==> config.mk <==
export PLATFORM = sky130hd
export DESIGN_NAME = seg_scan_ctrl
export DESIGN_NICKNAME = d
export VERILOG_FILES = /design/src/rtl/seg_scan_ctrl.sv
export SDC_FILE = /design/constraint.sdc
export NUM_CORES = 1
export LEC_CHECK = 0
export BUFFER_PORTS_ARGS = -buffer_cell sky130_fd_sc_hd__buf_2
export CORE_MARGIN = 2
export CORE_UTILIZATION = 45
export DETAILED_ROUTE_END_ITERATION = 7
export HOLD_SLACK_MARGIN = 0.15
export PLACE_DENSITY = 0.69
export SETUP_SLACK_MARGIN = 0.1
export SYNTH_ARGS = -nofsm -noshare
export SYNTH_HDL_FRONTEND = slang
export SYNTH_SLANG_ARGS = --single-unit
==> constraint.sdc <==
create_clock -name clk -period 6.33 [get_ports clk]
set_clock_uncertainty 0.05 [all_clocks]
set_input_delay 0.3165 -clock clk [delete_from_list [all_inputs] [get_ports clk]]
set_output_delay 0.3165 -clock clk [all_outputs]
set_load 0.01 [all_outputs]
==> src/rtl/seg_scan_ctrl.sv <==
// Four-digit multiplexed 7-segment scan controller: guard/show slot timing,
// frame-synchronous display updates through a one-deep pending buffer, and leading-zero blanking.
module seg_scan_ctrl #(
  parameter int DIV_MAX = 50000,
  parameter int GUARD   = 16
) (
  input  logic        clk,
  input  logic        rst_n,
  input  logic        enable,
  input  logic        load_valid,
  output logic        load_ready,
  input  logic [15:0] data_in,
  input  logic [3:0]  dp_in,
  input  logic        lzb,
  output logic [3:0]  an_n,
  output logic [3:0]  nibble,
  output logic        dp_n,
  output logic        frame_done
);

  localparam int CW = (DIV_MAX > 1) ? $clog2(DIV_MAX) : 1;
  localparam logic [CW-1:0] CNT_LAST = CW'(DIV_MAX - 1);
  localparam logic [CW-1:0] GRD_LAST = CW'(GUARD - 1);

  typedef enum logic [1:0] {ST_IDLE, ST_GUARD, ST_SHOW} state_t;

  typedef struct packed {
    logic [15:0] dat;
    logic [3:0]  dp;
  } seg_frame_t;

  state_t     state_q, state_d;
  logic [1:0] idx_q, idx_d;
  logic [CW-1:0] cnt_q, cnt_d;
  seg_frame_t pend_q, pend_d, disp_q, disp_d;
  logic       ready_q, ready_d;
  logic [3:0] an_q, an_d, nib_q, nib_d;
  logic       dpn_q, dpn_d, fd_q, fd_d;
  logic [3:0] blank;

  always_ff @(posedge clk or negedge rst_n) begin
    if (!rst_n) begin
      state_q <= ST_IDLE;
      idx_q   <= '0;
      cnt_q   <= '0;
      pend_q  <= '0;
      disp_q  <= '0;
      ready_q <= 1'b1;
      an_q    <= 4'hF;
      nib_q   <= 4'h0;
      dpn_q   <= 1'b1;
      fd_q    <= 1'b0;
    end else begin
      state_q <= state_d;
      idx_q   <= idx_d;
      cnt_q   <= cnt_d;
      pend_q  <= pend_d;
      disp_q  <= disp_d;
      ready_q <= ready_d;
      an_q    <= an_d;
      nib_q   <= nib_d;
      dpn_q   <= dpn_d;
      fd_q    <= fd_d;
    end
  end

  always_comb begin
    state_d = state_q;
    idx_d   = idx_q;
    cnt_d   = cnt_q;
    fd_d    = 1'b0;
    if (!enable) begin
      state_d = ST_IDLE;
      idx_d   = '0;
      cnt_d   = '0;
    end else begin
      unique case (state_q)
        ST_IDLE: begin
          state_d = ST_GUARD;
          idx_d   = '0;
          cnt_d   = '0;
        end
        ST_GUARD: begin
          cnt_d = cnt_q + 1'b1;
          if (cnt_q == GRD_LAST) state_d = ST_SHOW;
        end
        ST_SHOW: begin
          if (cnt_q == CNT_LAST) begin
            state_d = ST_GUARD;
            cnt_d   = '0;
            idx_d   = idx_q + 2'd1;
            fd_d    = (idx_q == 2'd3);
          end else begin
            cnt_d = cnt_q + 1'b1;
          end
        end
        default: state_d = ST_IDLE;
      endcase
    end
  end

  // Transfer uses the frame_done register, so a load taken in that same cycle waits a frame.
  always_comb begin
    pend_d  = pend_q;
    disp_d  = disp_q;
    ready_d = ready_q;
    if (!ready_q && (state_q == ST_IDLE || fd_q)) begin
      disp_d  = pend_q;
      ready_d = 1'b1;
    end
    if (ready_q && load_valid) begin
      pend_d.dat = data_in;
      pend_d.dp  = dp_in;
      ready_d    = 1'b0;
    end
  end

  always_comb begin
    blank = '0;
    for (int i = 1; i < 4; i++)
      blank[i] = lzb && ((disp_d.dat >> (4 * i)) == 16'h0) && ((disp_d.dp >> i) == 4'h0);
  end

  always_comb begin
    an_d  = 4'hF;
    nib_d = 4'h0;
    dpn_d = 1'b1;
    if (state_d == ST_SHOW) begin
      nib_d = disp_d.dat[{idx_d, 2'b00} +: 4];
      dpn_d = ~disp_d.dp[idx_d];
      if (!blank[idx_d]) an_d = ~(4'b0001 << idx_d);
    end
  end

  assign load_ready = ready_q;
  assign an_n       = an_q;
  assign nibble     = nib_q;
  assign dp_n       = dpn_q;
  assign frame_done = fd_q;

endmodule

==> reports/metrics.cfg, run 1 <==
[outcome]
outcome = complete, no violations

[cts]
h-tree-depth = 3
cts_tree = built
cts_buffers = 9
cts_root_buffer = clkbuf_8
postCtsHoldBufs = 20
cts_num_sinks = 71
clock_path_buffers = 2
postCtsSetupRepairBufs = 0
clock_latency_ns = 0.35
clk_pin_slew_ns = 0.07
cts_resized = 0

[power]
p_switching_uw = 341
power_frac_clock_pct = 27.6
comb_power_share_pct = 20.5
finalPower_uw = 1160
ir_drop_uv = 117
sw_frac_of_total_pct = 29.3
power_density_nw_per_um2 = 283
power.internal_uw = 823
p_leak_uw = 0.00178
seqPwrFrac_pct = 51.9

[timing]
maxSlewHeadroom_pct = 16.8
fin_tns_setup_ns = 0
slew_violations = 0
fmax_ghz = 0.368
finalCriticalPeriod_ns = 2.72
tightest_slew_ns = 1.24
finalHoldViolCount = 0
finalSetupViolations = 0
period_share_pct = 42.9
rsz0062_at_grt = no

[logic_synthesis]
synthArstFlopShare_pct = 100
synth_top_area_share_pct = 46.9
syn_inst = 313
syn-cell-area_sq_um = 3470
yosysWarningCount = 0
synthTopCellsByCount = 65 x dfrtp_1, 35 x mux2_2, 31 x nand2_1
synth-seq-cells = 71
synth_cell_types = 48
syn_avg_cell_area_sq_um = 11.1
ys_seq_area_share_pct = 51.4
yosysMostFrequentCell = dfrtp_1
synth_edf_count = 0
ys.flop_type = dfrtp_1
yosys-top-cells-area = dfrtp_1 47%, mux2_2 11%, dfstp_2 4.5%
synth.net_count = 344
yosys.area.top_type = dfrtp_1

[routing]
wl_per_cell_um = 14.9
num_vias = 2632
via_per_inst = 5.52
drt_wl_total_um = 7120
antenna_left = 0
drt_iter0_drc = 115
drc = 0
dr.pass1.iters = 4

[placed_design]
routabilityCongestion = 0.864
dpl.cell_count = 441
place_hpwl_um = 4950
io_buffers = 35

[worst_setup_path]
cp_data_required_time_ns = 6.49
endpoint = cnt_q[12]
path_class = flop to flop
r2r_end = cnt_q[12]
endpoint_kind = flop
crit_path_start_kind = flop
worstPathMaxFanout = 14
r2r_slack_ns = 3.62
critPathArrivalTime_ns = 2.88
crit_slowest_cell = nor4_2
reg2reg_depth = 7
path_cells = inv_1 > ha_1 > nor4_2 > nor3_1 > nand4_1 > xor2_1 > nor2_1
rr_startpoint = state_q[0]
cpPeakStageDelay_ns = 1.06
critical_path.startpoint = state_q[0]

[cells_and_area]
diodes = 0
area.growth.synth_to_final_pct = 18.8
fin_nets = 401
layout.cells.non_filler = 477
drive_above_1_share_pct = 27.2
final_core_util_pct = 54.2

[grt]
grt_pass1_vias = 2625
grt_max_degree = 72
gr-usage-all-layers_pct = 18.4
grt_pass1_wl_um = 12200
grt_overflow_total = 0
antenna_found_initial = 0

[floorplanning]
coreArea_sq_um = 7610
die_h_um = 91.8
chipWidth_um = 91.8
io_pins = 36
die_area_sq_um = 8430
start_util_pct = 45.6
num_rows = 32

[min_path]
hp-class = input port to flop

[run]
maxCapViolCount = 0

routing by layer:
layer,vias to the layer above,share of wire [%],GRT usage (%)
met4,0,1.5,6.22
met2,46,51,31.3
met3,10,3.4,5.09
li1,1262,-,-
met1,1314,44,22.5
met5,-,0,0
how the worst min path moves through the flow:
stage,start,cells after the start,endpoint,slack [ns]
after floorplan,rst_n,0,cnt_q[0],-0.03
after global placement,disp_q[7],1,disp_q[7],0.43
after detailed placement,disp_q[4],1,disp_q[4],0.43
after CTS,data_in[15],2,pend_q[19],0.17
after global routing,data_in[15],2,pend_q[19],0.17
final,data_in[15],2,pend_q[19],0.19
kinds of logic after synthesis:
logic type                 share of synthesized area [%]
AOI/OAI and AO/OA                                   10.6
and+or+nand+nor                                     17.8
adders and majority gates                           2.16
xor gates and xnor gates                            2.02
buffers and inverters                               2.56
muxes                                               13.4
DFF                                                 51.4
worst max-delay path, delay by kind of cell (launching register included):
family                     cells  cell delay, ns
and+or+nand+nor                4            1.58
buffers and inverters          1            0.08
DFF                            1            0.40
adders and majority gates      1            0.30
xor gates and xnor gates       1            0.18
per-stage QoR:
step	setup slack (ns)	hold WS (ns)	area, sq um
4_1_cts	3.59	0.174	4120
3_3_place_gp	3.69	0.430	3750
2_1_floorplan	4.06	-0.0291	3470
6_report	3.62	0.188	4120
5_1_grt	3.34	0.169	4120
3_5_place_dp	3.65	0.433	3750
layout make-up:
type	count	area, sq um
Inverter	10	37.5
Tap cell	102	128
Timing Repair Buffer	57	390
Multi-Input combinational cell	221	1610
Clock buffer	11	141
Clock inverter	5	33.8
Sequential cell	71	1780
Fill cell	670	3490
placed cells by master, fill, tap and decap left out, types with 2 or more instances in the layout:
cell / synthesis / final
a211oi_1: 2 / 2
a21o_1: 7 / 7
a21oi_1: 3 / 3
a22o_1: 4 / 4
a41oi_1: 4 / 4
and2_1: 4 / 4
and3_1: 4 / 4
buf_2: 2 / 35
buf_4: 0 / 2
clkbuf_8: 0 / 10
clkinv_2: 0 / 2
clkinvlp_4: 0 / 2
dfrtp_1: 65 / 65
dfstp_2: 6 / 6
dlygate4sd3_1: 0 / 20
ha_1: 6 / 6
inv_1: 10 / 10
mux2_2: 35 / 35
mux2i_1: 7 / 7
nand2_1: 31 / 31
nand3_1: 11 / 11
nand4_1: 9 / 9
nor2_1: 14 / 14
nor3_1: 13 / 13
nor3b_1: 2 / 2
nor4_1: 6 / 5
o211ai_1: 10 / 10
o21ai_0: 10 / 10
o21bai_1: 4 / 3
or2_2: 3 / 3
or4_1: 6 / 6
xor2_1: 7 / 7
power groups by stage:
stage          Sequential [uW]  Clock, uW  Combinational [uW]
6_report                   605        321                 239
5_1_grt                    617        355                 265
4_1_cts                    606        329                 242
3_5_place_dp               615          0                 232
3_3_place_gp               609          0                 223
2_1_floorplan              596          0                 170
state kept, by name (all words and copies together) (netlist names):
name,count
load_ready,1
state_q,2
frame_done,1
an_n,4
nibble,4
cnt_q,16
idx_q,2
pend_q,20
disp_q,20
dp_n,1
(Power assumes the default switching activity.)
==> run 2: changes to the inputs <==
--- a/config.mk
+++ b/config.mk
@@ -10,7 +10,7 @@
 export CORE_UTILIZATION = 45
 export DETAILED_ROUTE_END_ITERATION = 7
 export HOLD_SLACK_MARGIN = 0.15
-export PLACE_DENSITY = 0.69
+export PLACE_DENSITY = 0.71
 export SETUP_SLACK_MARGIN = 0.1
 export SYNTH_ARGS = -nofsm -noshare
 export SYNTH_HDL_FRONTEND = slang
==> constraint.sdc (replaced) <==
create_clock -name clk -period 2.4 [get_ports clk]
set_clock_uncertainty 0.05 [all_clocks]
set_input_delay 0.12 -clock clk [delete_from_list [all_inputs] [get_ports clk]]
set_output_delay 0.12 -clock clk [all_outputs]
set_load 0.01 [all_outputs]
==> run 2 against run 1 <==
Compared with the run above:
- sequential cell count unchanged
- die area unchanged
- global-route usage increased by 1.6 points
- first-iteration DRC count is 3.5% higher
- clock power rose to 3.4 times the previous value
- sequential share of layout area fell by 2.8 points
- largest cell class unchanged
- largest power group unchanged
==> reports/metrics.cfg, run 2 (synthesis gave the netlist of run 1 again) <==
[outcome]
outcome = complete, no violations

[power]
power_frac_clock_pct = 31.9  ; +4.3 points
finalPower_uw = 3380  ; +190%
power.internal_uw = 2420  ; +190%
p_leak_uw = 0.00191  ; +7.1%
ir_drop_uv = 298  ; +160%
power_density_nw_per_um2 = 766  ; +170%
comb_power_share_pct = 20.7  ; +0.2 points
sw_frac_of_total_pct = 28.4  ; -0.90 points
p_switching_uw = 960  ; +180%
seqPwrFrac_pct = 47.4  ; -4.5 points

[routing]
wl_per_cell_um = 15.9  ; +6.4%
drt_iter0_drc = 119  ; +3.5%
num_vias = 2720  ; +3.3%
drt_wl_total_um = 7910  ; +11%
antenna_left = 0  ; unchanged
dr.pass1.iters = 4  ; unchanged
drc = 0  ; unchanged
via_per_inst = 5.46  ; -1.0%

[worst_setup_path]
crit_top_cell = buf_4
critPathArrivalTime_ns = 2.50  ; -0.38 ns
endpoint_kind = flop
r2r_slack_ns = 0.11  ; -3.50 ns
cp.depth = 7  ; unchanged
path_class = flop to flop
cp_data_required_time_ns = 2.61  ; -3.88 ns
path_cells = or4_4 > nor4_4 > buf_4 > mux2i_1 > buf_4 > nand2_1 > a41oi_2
rr_startpoint = cnt_q[7]
crit_slowest_cell = or4_4
cpPeakStageDelay_ns = 0.56  ; -0.50 ns
r2r_end = nibble[1]
reg2reg_depth = 7  ; unchanged
worstPathMaxFanout = 6  ; -8
critical_path.startpoint = cnt_q[7]
crit_path_start_kind = flop
cp_num_buf_inv = 2  ; +1
critPathTopFamily = simple AND/OR/NAND/NOR gates
endpoint = nibble[1]

[cts]
h-tree-depth = 3  ; unchanged
cts_root_buffer = clkbuf_8
cts_num_sinks = 71  ; unchanged
clk_pin_slew_ns = 0.08  ; about the same
clock_latency_ns = 0.35  ; about the same
clock_path_buffers = 2  ; unchanged
cts_buffers = 9  ; unchanged
cts_tree = built

[floorplanning]
start_util_pct = 45.6  ; unchanged
die_area_sq_um = 8430  ; unchanged
num_rows = 32  ; unchanged
die_h_um = 91.8  ; unchanged
io_pins = 36  ; unchanged
chipWidth_um = 91.8  ; unchanged
coreArea_sq_um = 7610  ; unchanged

[timing]
finalSetupViolations = 0  ; unchanged
period_share_pct = 95.3  ; +52 points
fmax_ghz = 0.437  ; +19%
slew_violations = 0  ; unchanged
finalHoldViolCount = 0  ; unchanged
rsz0062_at_grt = yes
finalCriticalPeriod_ns = 2.29  ; -0.429 ns
tightest_slew_ns = 0.689  ; -0.549 ns
maxSlewHeadroom_pct = 54.1  ; +37 points
fin_tns_setup_ns = 0  ; unchanged

[placed_design]
io_buffers = 35  ; unchanged
place_hpwl_um = 5550  ; +12%
dpl.cell_count = 455  ; +3.2%
dpl_cell_area_sq_um = 3860  ; +3.1%
routabilityCongestion = 0.914  ; +5.8%

[grt]
gr-usage-all-layers_pct = 20.0  ; +1.6 points
grt_pass1_vias = 2745  ; +4.6%
grt_max_degree = 43  ; -40%
antenna_found_initial = 0  ; unchanged
grt_overflow_total = 0  ; unchanged
grt_pass1_wl_um = 13300  ; +8.3%

[cells_and_area]
diodes = 0  ; unchanged
final_cell_mix = 64 x dfrtp_1, 35 x mux2_2, 35 x buf_2
final_core_util_pct = 58.0  ; +3.8 points
fill_cells = 634  ; -5.4%
largestRegisters = disp_q (20), pend_q (20), cnt_q (16)
layout.cells.non_filler = 498  ; +4.4%
drive_above_1_share_pct = 33.8  ; +6.6 points
layout_commonest_cell = dfrtp_1
fin_area_sq_um = 4410  ; +7.1%
fin_nets = 422  ; +5.2%
area.growth.synth_to_final_pct = 27.2

[min_path]
hp-class = input port to flop

[run]
maxCapViolCount = 0  ; unchanged

run 2: changes by cell type in the layout (fill, tap and decap cells not counted), moves of 2 or more:
cell,before,now
ha_1,6,4
mux2i_2,0,2
ha_2,0,2
a41oi_2,0,2
a41oi_1,4,2
buf_4,2,19
bufinv_16,0,2
dlygate4sd3_1,20,23
mux2i_1,7,5
run 2: tightest hold or removal path, stage by stage:
cell	delay [ns]
buf_2	0.08
nand2_1	0.05
buf_4	0.21
o31a_1	0.14
run 2: what timing repair did:
action,in CTS,in global routing
setup buffers,0,4
endpoints found under the setup margin,5,19
gates resized for setup,3,14
pin swaps,1,4
hold endpoints to repair,50,0
hold buffers,23,0
run 2: per-stage QoR:
stage	hold slack [ns]	setup slack, ns
floorplan	-0.226	0.131
global placement	0.142	0.110
detailed placement	0.151	0.0878
CTS	0.209	0.115
global route	0.218	0.00483
finish	0.197	0.114
run 2: area by class of cell:
cell class	count	area, sq um	area share, %
Clock inverter	5	81.3	1.84
Timing Repair Buffer	78	568	12.9
Sequential cell	71	1790	40.4
Clock buffer	11	141	3.20
Multi-Input combinational cell	221	1670	37.9
Inverter	10	37.5	0.850
Tap cell	102	128	2.89
run 2: worst min-delay path by stage:
stage                    start         end  depth (start not counted)
finish              load_valid  load_ready                          4
global route        load_valid  load_ready                          4
CTS                 load_valid  load_ready                          4
detailed placement       rst_n  pend_q[12]                          1
global placement         rst_n  pend_q[12]                          1
floorplan                rst_n    cnt_q[0]                          0
run 2: metal layers:
metal	share of wire [%]	vias to the layer above	GRT usage (%)	wire [um]
met5	0	-	0	0
met4	1.6	0	7.46	124
met3	3.4	10	3.94	267
met2	51	57	34.3	4070
met1	44	1349	25.1	3450
li1	-	1304	-	-
run 2: power by group through the flow:
stage / clock (uW) / combinational [uW] / sequential [uW]
after floorplan: 0 / 449 / 1570
after global placement: 0 / 624 / 1610
after detailed placement: 0 / 647 / 1620
after CTS: 1090 / 685 / 1600
after global routing: 1150 / 770 / 1630
final: 1080 / 700 / 1600
